## src/rtl/ex_div.sv

```systemverilog
// Multi-cycle restoring radix-2 divider for the EX stage; DIV/DIVU with sign correction.
// Result is {remainder, quotient}; divide-by-zero returns zero after a short two-edge path.
module ex_div #(
    parameter int unsigned WIDTH = 32
) (
    input  logic                 cpu_clk_75M,
    input  logic                 cpu_rst_n,
    input  logic                 start_i,
    input  logic                 signed_div_i,
    input  logic [WIDTH-1:0]     opdata1_i,
    input  logic [WIDTH-1:0]     opdata2_i,
    input  logic                 annul_i,
    output logic [2*WIDTH-1:0]   result_o,
    output logic                 ready_o,
    output logic                 busy_o
);

    localparam int unsigned CW = (WIDTH > 1) ? $clog2(WIDTH) : 1;

    typedef enum logic [1:0] {
        FREE   = 2'd0,
        BYZERO = 2'd1,
        ON     = 2'd2,
        END    = 2'd3
    } state_t;

    state_t           state;
    logic [CW-1:0]    cnt;
    logic [WIDTH-1:0] rem;
    logic [WIDTH-1:0] dvd;
    logic [WIDTH-1:0] dvs;
    logic             neg_q;
    logic             neg_r;

    logic [WIDTH:0]   shifted;
    logic             take;
    logic [WIDTH-1:0] rem_nxt;
    logic [WIDTH-1:0] quo_nxt;
    logic [WIDTH-1:0] res_q;
    logic [WIDTH-1:0] res_r;
    logic [WIDTH-1:0] abs_a;
    logic [WIDTH-1:0] abs_b;

    // One restoring step; dvd doubles as the quotient shift register.
    always_comb begin
        shifted = {rem, dvd[WIDTH-1]};
        take    = (shifted >= {1'b0, dvs});
        rem_nxt = take ? WIDTH'(shifted - {1'b0, dvs}) : shifted[WIDTH-1:0];
        quo_nxt = {dvd[WIDTH-2:0], take};
        res_q   = neg_q ? (WIDTH'(0) - quo_nxt) : quo_nxt;
        res_r   = neg_r ? (WIDTH'(0) - rem_nxt) : rem_nxt;
        abs_a   = (signed_div_i && opdata1_i[WIDTH-1]) ? (WIDTH'(0) - opdata1_i) : opdata1_i;
        abs_b   = (signed_div_i && opdata2_i[WIDTH-1]) ? (WIDTH'(0) - opdata2_i) : opdata2_i;
    end

    always_ff @(posedge cpu_clk_75M or negedge cpu_rst_n) begin
        if (!cpu_rst_n) begin
            state    <= FREE;
            cnt      <= '0;
            rem      <= '0;
            dvd      <= '0;
            dvs      <= '0;
            neg_q    <= 1'b0;
            neg_r    <= 1'b0;
            result_o <= '0;
            ready_o  <= 1'b0;
            busy_o   <= 1'b0;
        end else begin
            case (state)
                FREE: begin
                    if (start_i && !annul_i) begin
                        dvd    <= abs_a;
                        dvs    <= abs_b;
                        rem    <= '0;
                        cnt    <= '0;
                        neg_q  <= signed_div_i && (opdata1_i[WIDTH-1] ^ opdata2_i[WIDTH-1]);
                        neg_r  <= signed_div_i && opdata1_i[WIDTH-1];
                        busy_o <= 1'b1;
                        state  <= (opdata2_i == '0) ? BYZERO : ON;
                    end
                end
                BYZERO: begin
                    busy_o   <= 1'b0;
                    result_o <= '0;
                    if (annul_i) begin
                        ready_o <= 1'b0;
                        state   <= FREE;
                    end else begin
                        ready_o <= 1'b1;
                        state   <= END;
                    end
                end
                ON: begin
                    if (annul_i) begin
                        busy_o   <= 1'b0;
                        ready_o  <= 1'b0;
                        result_o <= '0;
                        state    <= FREE;
                    end else begin
                        rem <= rem_nxt;
                        dvd <= quo_nxt;
                        cnt <= cnt + CW'(1);
                        // Last step: publish the sign-corrected result directly.
                        if (cnt == CW'(WIDTH - 1)) begin
                            result_o <= {res_r, res_q};
                            ready_o  <= 1'b1;
                            busy_o   <= 1'b0;
                            state    <= END;
                        end
                    end
                end
                END: begin
                    if (annul_i || !start_i) begin
                        result_o <= '0;
                        ready_o  <= 1'b0;
                        busy_o   <= 1'b0;
                        state    <= FREE;
                    end
                end
                default: begin
                    result_o <= '0;
                    ready_o  <= 1'b0;
                    busy_o   <= 1'b0;
                    state    <= FREE;
                end
            endcase
        end
    end

endmodule
```

## config.mk

```make
export PLATFORM = sky130hd
export DESIGN_NAME = ex_div
export DESIGN_NICKNAME = d
export VERILOG_FILES = /design/src/rtl/ex_div.sv
export SDC_FILE = /design/constraint.sdc
export NUM_CORES = 1
export LEC_CHECK = 0
export BUFFER_PORTS_ARGS = -buffer_cell sky130_fd_sc_hd__clkbuf_2
export CORE_ASPECT_RATIO = 1.1
export CORE_MARGIN = 2
export CORE_UTILIZATION = 55
export DETAILED_ROUTE_END_ITERATION = 8
export PLACE_DENSITY_LB_ADDON = 0.1
export SLEW_MARGIN = 10
export SYNTH_ARGS = -nofsm -noshare
export SYNTH_HDL_FRONTEND = slang
export SYNTH_SLANG_ARGS = --single-unit
```

## constraint.sdc

```tcl
create_clock -name cpu_clk_75M -period 13.75 [get_ports cpu_clk_75M]
set_clock_uncertainty 0.2 [all_clocks]
set_input_delay 0.6875 -clock cpu_clk_75M [delete_from_list [all_inputs] [get_ports cpu_clk_75M]]
set_output_delay 0.6875 -clock cpu_clk_75M [all_outputs]
set_load 0.02 [all_outputs]
```

# Word-level counts from Yosys, hierarchy flattened
# Cells that the tools add are included.
[op_classes]
n_addsub = 6
order_cmp = 1
eq_ne = 8
muxes = 34
bitwise_logic = 1
n_reduce_logical = 15
[op_table]
columns = ["op", "count"]
rows = [
  ["$mux 32", 9],
  ["$mux 64", 3],
  ["$pmux 64 s3", 1],
  ["$pmux 32 s2", 2],
  ["$sub 1x32->32 const A", 4],
  ["$ge 33x32->1", 1],
  ["$logic_not 32->1", 1],
  ["$sub 32x32->32", 1],
  ["$mux 2", 6],
  ["$mux 5", 2],
  ["$pmux 5 s2", 1],
  ["$reduce_and 3->1", 3],
  ["$pmux 2 s4", 1],
  ["$mux 1", 7],
  ["$ne 2x2->1 const B", 3],
  ["$add 5x1->5 const B", 1],
  ["$eq 5x5->1 const B", 1],
  ["$eq 2x2->1 const B", 2],
  ["$logic_and 1x1->1", 4],
  ["$pmux 1 s4", 1],
  ["$ne 3x3->1 const B", 1],
  ["$pmux 1 s3", 1],
  ["$reduce_bool 3->1", 1],
  ["$eq 2x1->1 const B", 1],
  ["6 further kinds", 7],
]
[totals]
regBits = 171
input_bits = 69
output_inout_bits = 66
elab_cells = 75

# Longest topological paths before layout
[logic_depth]
ltp_word = 7
mapped_depth = 25
ltp_nobuf = 20

# Worst setup path before layout
# OpenSTA, ideal clock, no wires.
[synth_timing]
path_type = "register to register"
startpoint = "register rem[5]"
endpoint = "register result_o[56]"
setup_time_ns = 0.124
arrival_ns = 5.527
required_time_ns = 13.426
path_slack_ns = 7.900
path_stages_with_launch = 24
n_path_buf = 5
period_less_slack_ns = 5.850
cell_sequence = "dfrtp_1 ha_1 buf_6 nand2_1 or4_1 nor4_2 a211oi_2 nand2_4 buf_6 buf_2 buf_2 buf_1 nand2_1 o21ai_0 ha_1 nand2_1 or3_1 or4_4 o41ai_4 o211ai_4 or4b_1 and3_1 nor2_1 o21ai_1"
[synth_between]
elab_chain_cells = 7
elab_cells_between_ends = 8
classes_between = "add/sub (2); order compare (1); mux (5)"
[synth_lines]
columns = ["item", "line_no", "text"]
rows = [
  ["start: declaration", "29", "logic [WIDTH-1:0] rem;"],
  ["start signal: assignment", "100", "rem <= rem_nxt;"],
  ["$sub 32x32->32 or $ge 33x32->1 (tied branches)", "48, 47", ""],
  ["$mux 32 (*)", "48", "rem_nxt = take ? WIDTH'(shifted - {1'b0, dvs}) : shifted[WIDTH-1:0];"],
  ["$sub 1x32->32", "51", "res_r = neg_r ? (WIDTH'(0) - rem_nxt) : rem_nxt;"],
  ["$mux 32 (*)", "51", ""],
  ["$mux 64 (*)", "104", "if (cnt == CW'(WIDTH - 1)) begin"],
  ["$mux 64 (*)", "94", "if (annul_i) begin"],
  ["$pmux 64 s3 (*)", "69", "case (state)"],
  ["end signal: assignment", "105", "result_o <= {res_r, res_q};"],
  ["end: declaration", "13", "output logic [2*WIDTH-1:0] result_o,"],
]
# Every way passes the cells marked *; elsewhere a longest branch is shown, timed or not. The select of a mux whose other input is x is not followed.
# A chain may end at the register's enable or synchronous reset.

# Worst setup path in the final report
# Ends and elaborated chain as after synthesis.

==> impl_results.md <==
* Status: finished clean
* Top_reg_cell synth: dfrtp_1
* Fill cell count at 1992
* Asr flop ratio synth at 100.0%
* Met3 wire length at roughly 1.1 mm
* Sw Share at a little over half
* Area grow syn2layout at 10.55%
* Worst-Margin Slew at 1.113 ns
* Synthesized area per cell at 8.115 µm²
* Max-Cap Viols at 0
* Initial DRT Pass Iterations at 5
* Placer Congestion at ~0.93
* Final Cycle Share at roughly 48%
* Area leader, netlist: dfrtp_1
* Share of the synthesized area in the top cell type at 34.78%
* WL/cell at 18.27 µm
* Clk_lat worst skew at 0.44 ns
* Multi-input gate area at 0.007397 mm²
* CP required at 13.84 ns
* Initial antenna violation count at 0
* Via count at ~11000
* H-tree depth at 4
* RSZ-0062 raised after global routing: false
* Most used cell, CP: ha_1
* Synthesized net count at approximately 1600
* Net Sw Power at 2.090 mW
* Final setup violation count at 0
* Core area at about 0.022 mm²
* Die Y-Extent at 160.9 µm
* Number of DRC markers in iteration 0 at 661
* Max Used Layer: met4
* CTS buffer count at 17
* All-layer global routing usage at between 20 and 30%
* Startpoint types: flop
* Seq. cell area at ~0.0043 mm²
* Largest net degree at the start of global routing at 109
* Max FO, Critical Path at 51
* Post-synthesis sequential area ratio at a little over a third
* Clock Sinks at 171
* Clock buffer depth at 2
* Post-synthesis cell count at 1516
* First-pass GRT wire length at 55.90 mm
* Grt ovf at 0
* CP peak stage delay at a little under 0.6 ns
* Fin crit period at 6.592 ns
* Post-CTS Resized at 0
* CTS tree: done
* Via/cell ratio at between 5 and 6
* Post-Route WL at 34.73 mm
* DR WL met2 at 17.72 mm
* Post-CTS setup buffers at 0
* Largest vdd supply drop at 163.8 µV
* # rows at 57
* Layout cells sized above 1 at 13.89%
* Flop and latch count out of synthesis at roughly 170
* Combinational power share at about two thirds
* Routed metal-1 wire length at 14.37 mm
* Number of synthesis warnings at 0
* Final std cells w/o fill at 1901
* Placed Cells incl. Taps at approximately 1900
* Leak at 6.014 nW
* TNS Setup at 0 ns
* Nets at between 1500 and 2000
* Die ar. at 0.02358 mm²
* Worst Setup Path Type: reg2reg
* Relative slew slack at approximately a quarter
* Internal power at 1.840 mW
* Count of cell types in the netlist at 98
* Crit end category: flop
* Starting Density at a little under three fifths
* EDFF count, synth at 0
* Synthesized area at about 0.012 mm²
* Fin. Hold Viols at 0
* PwrDens at roughly 290 mW/mm²
* Worst-path clk slew at 0.08 ns
* Final routed DRC violation total at 0
* Most frequent cells in the layout: nand2_1, o21ai_0, dfrtp_1
* Commonest non-fill, non-tap cell in the layout: nand2_1
* Max Freq at roughly 150 MHz
* Number of global-route vias before repair at ~11000
* Reg power frac at a little under a quarter
* Pins Over Slew Limit at 0
* Port bufs at roughly 130
* Root Driver: clkbuf_16
* Largest cells by area after synthesis: dfrtp_1, o21ai_0, nand2_1
* Diode count at 0
* Crit path max-delay cell type: inv_4
* Chip width at 146.6 µm
* CTS Hold Bufs at 0
* Clk pwr share at 12.5%
* CP Cell Sequence: ha_1 -> a21oi_2 -> o21a_2 -> o221ai_2 -> o311ai_2 -> nand2_4 -> inv_4 -> mux2i_1 -> ha_1 -> nand2_1 -> or3_1 -> or4_4 -> o41ai_4 -> o211ai_4 -> or4b_1 -> and3_1 -> nor2_1 -> o21ai_1
* Number of I/O pins at 135
* DP Wirelength at 26.25 mm
* DRT antenna net count at 0
* Data arrival, critical path at 6.68 ns
* Hold Path Class: in2async
[path summary, 6_finish.rpt]
path | slack (ns) | endpoint | start | depth (start not counted)
min | 0.19 | result_o[57] | cpu_rst_n | 1
max | 7.16 | result_o[56] | rem[5] | 18
max in group asynchronous | 11.67 | dvs[7] | cpu_rst_n | 2
max reg2reg | 7.16 | result_o[56] | rem[5] | 18
min reg2reg | 0.28 | dvs[13] | dvs[13] | 2
min in group cpu_clk_75M | 0.28 | dvs[13] | dvs[13] | 2
[cell families (layout without fill, tap and decap cells)]
logic type,after synthesis,in the layout,share of synthesized area [%]
DFF,171,171,34.78
muxes,24,24,2.115
buffers and inverters,142,232,5.289
and+or+nand+nor,517,517,19.56
AOI/OAI and AO/OA,487,487,24.45
adders and majority gates,42,42,4.333
xor gates and xnor gates,133,133,9.469
[critical path, delay by kind of cell, from the launching register on]
family          cells  cell delay (ns)
compound gates      7             1.74
simple gates        7             2.34
flops               1             0.46
fa+ha+maj           2             0.70
buf+inv             1             0.58
mux                 1             0.39
[area by class of cell]
type                            count  area share, %
Timing Repair Buffer              144          5.529
Multi-Input combinational cell   1203          54.39
Inverter                           56          1.564
Clock inverter                     14          1.104
Tap cell                          295          2.714
Sequential cell                   171          31.47
Clock buffer                       18          3.229
[power groups by stage]
stage / registers (mW) / clock network [mW] / logic, mW
2_1_floorplan: 0.932 / 0 / 1.83
3_3_place_gp: 0.889 / 0 / 2.52
3_5_place_dp: 0.898 / 0 / 2.54
4_1_cts: 0.888 / 0.499 / 2.55
5_1_grt: 0.918 / 0.518 / 2.80
6_report: 0.888 / 0.492 / 2.55
[state kept, by name, summed over array words and instances, names as in the netlist]
signal / cells
cnt: 5
ready_o: 1
result_o: 64
busy_o: 1
dvs: 32
dvd: 32
neg_q: 1
state: 2
rem: 32
neg_r: 1
[cell usage after synthesis (all sizes together), types with 3 or more instances]
master / n
inv: 56
a211oi: 5
a21boi: 3
ha: 41
xnor2: 57
o21a: 9
nor2b: 4
nand2b: 12
xor2: 76
o22ai: 23
o21ai: 212
nand2: 256
mux2i: 21
a31o: 3
o2111ai: 3
and2: 6
o221ai: 3
o31a: 7
o31ai: 28
or2: 5
o311ai: 5
a211o: 5
nand4: 8
mux2: 3
nand3: 21
buf: 24
o211ai: 7
nor4: 20
nor3: 33
nor3b: 4
and3: 6
a31oi: 8
a21o: 17
dfrtp: 171
or3: 26
nor2: 88
o41ai: 12
a221oi: 3
clkbuf: 59
a21oi: 114
or4: 17
[per-layer routing]
metal / up-vias / GRT usage, %
met4: 0 / 14.78
li1: 5570 / -
met5: - / 0
met1: 5385 / 36.00
met2: 274 / 51.77
met3: 84 / 3.750
[through the flow]
step	util, %	setup slack, ns	power, mW	hold slack [ns]	cell area (µm²)
global placement	59.04	7.372	3.413	0.2580	13010
detailed placement	59.04	7.211	3.435	0.2696	13010
floorplan	-	7.900	2.762	0.1919	12300
CTS	61.71	7.196	3.935	0.2420	13600
global route	61.71	6.811	4.238	0.2644	13600
finish	61.71	7.158	3.930	0.1934	13600
(Power assumes the default switching activity.)
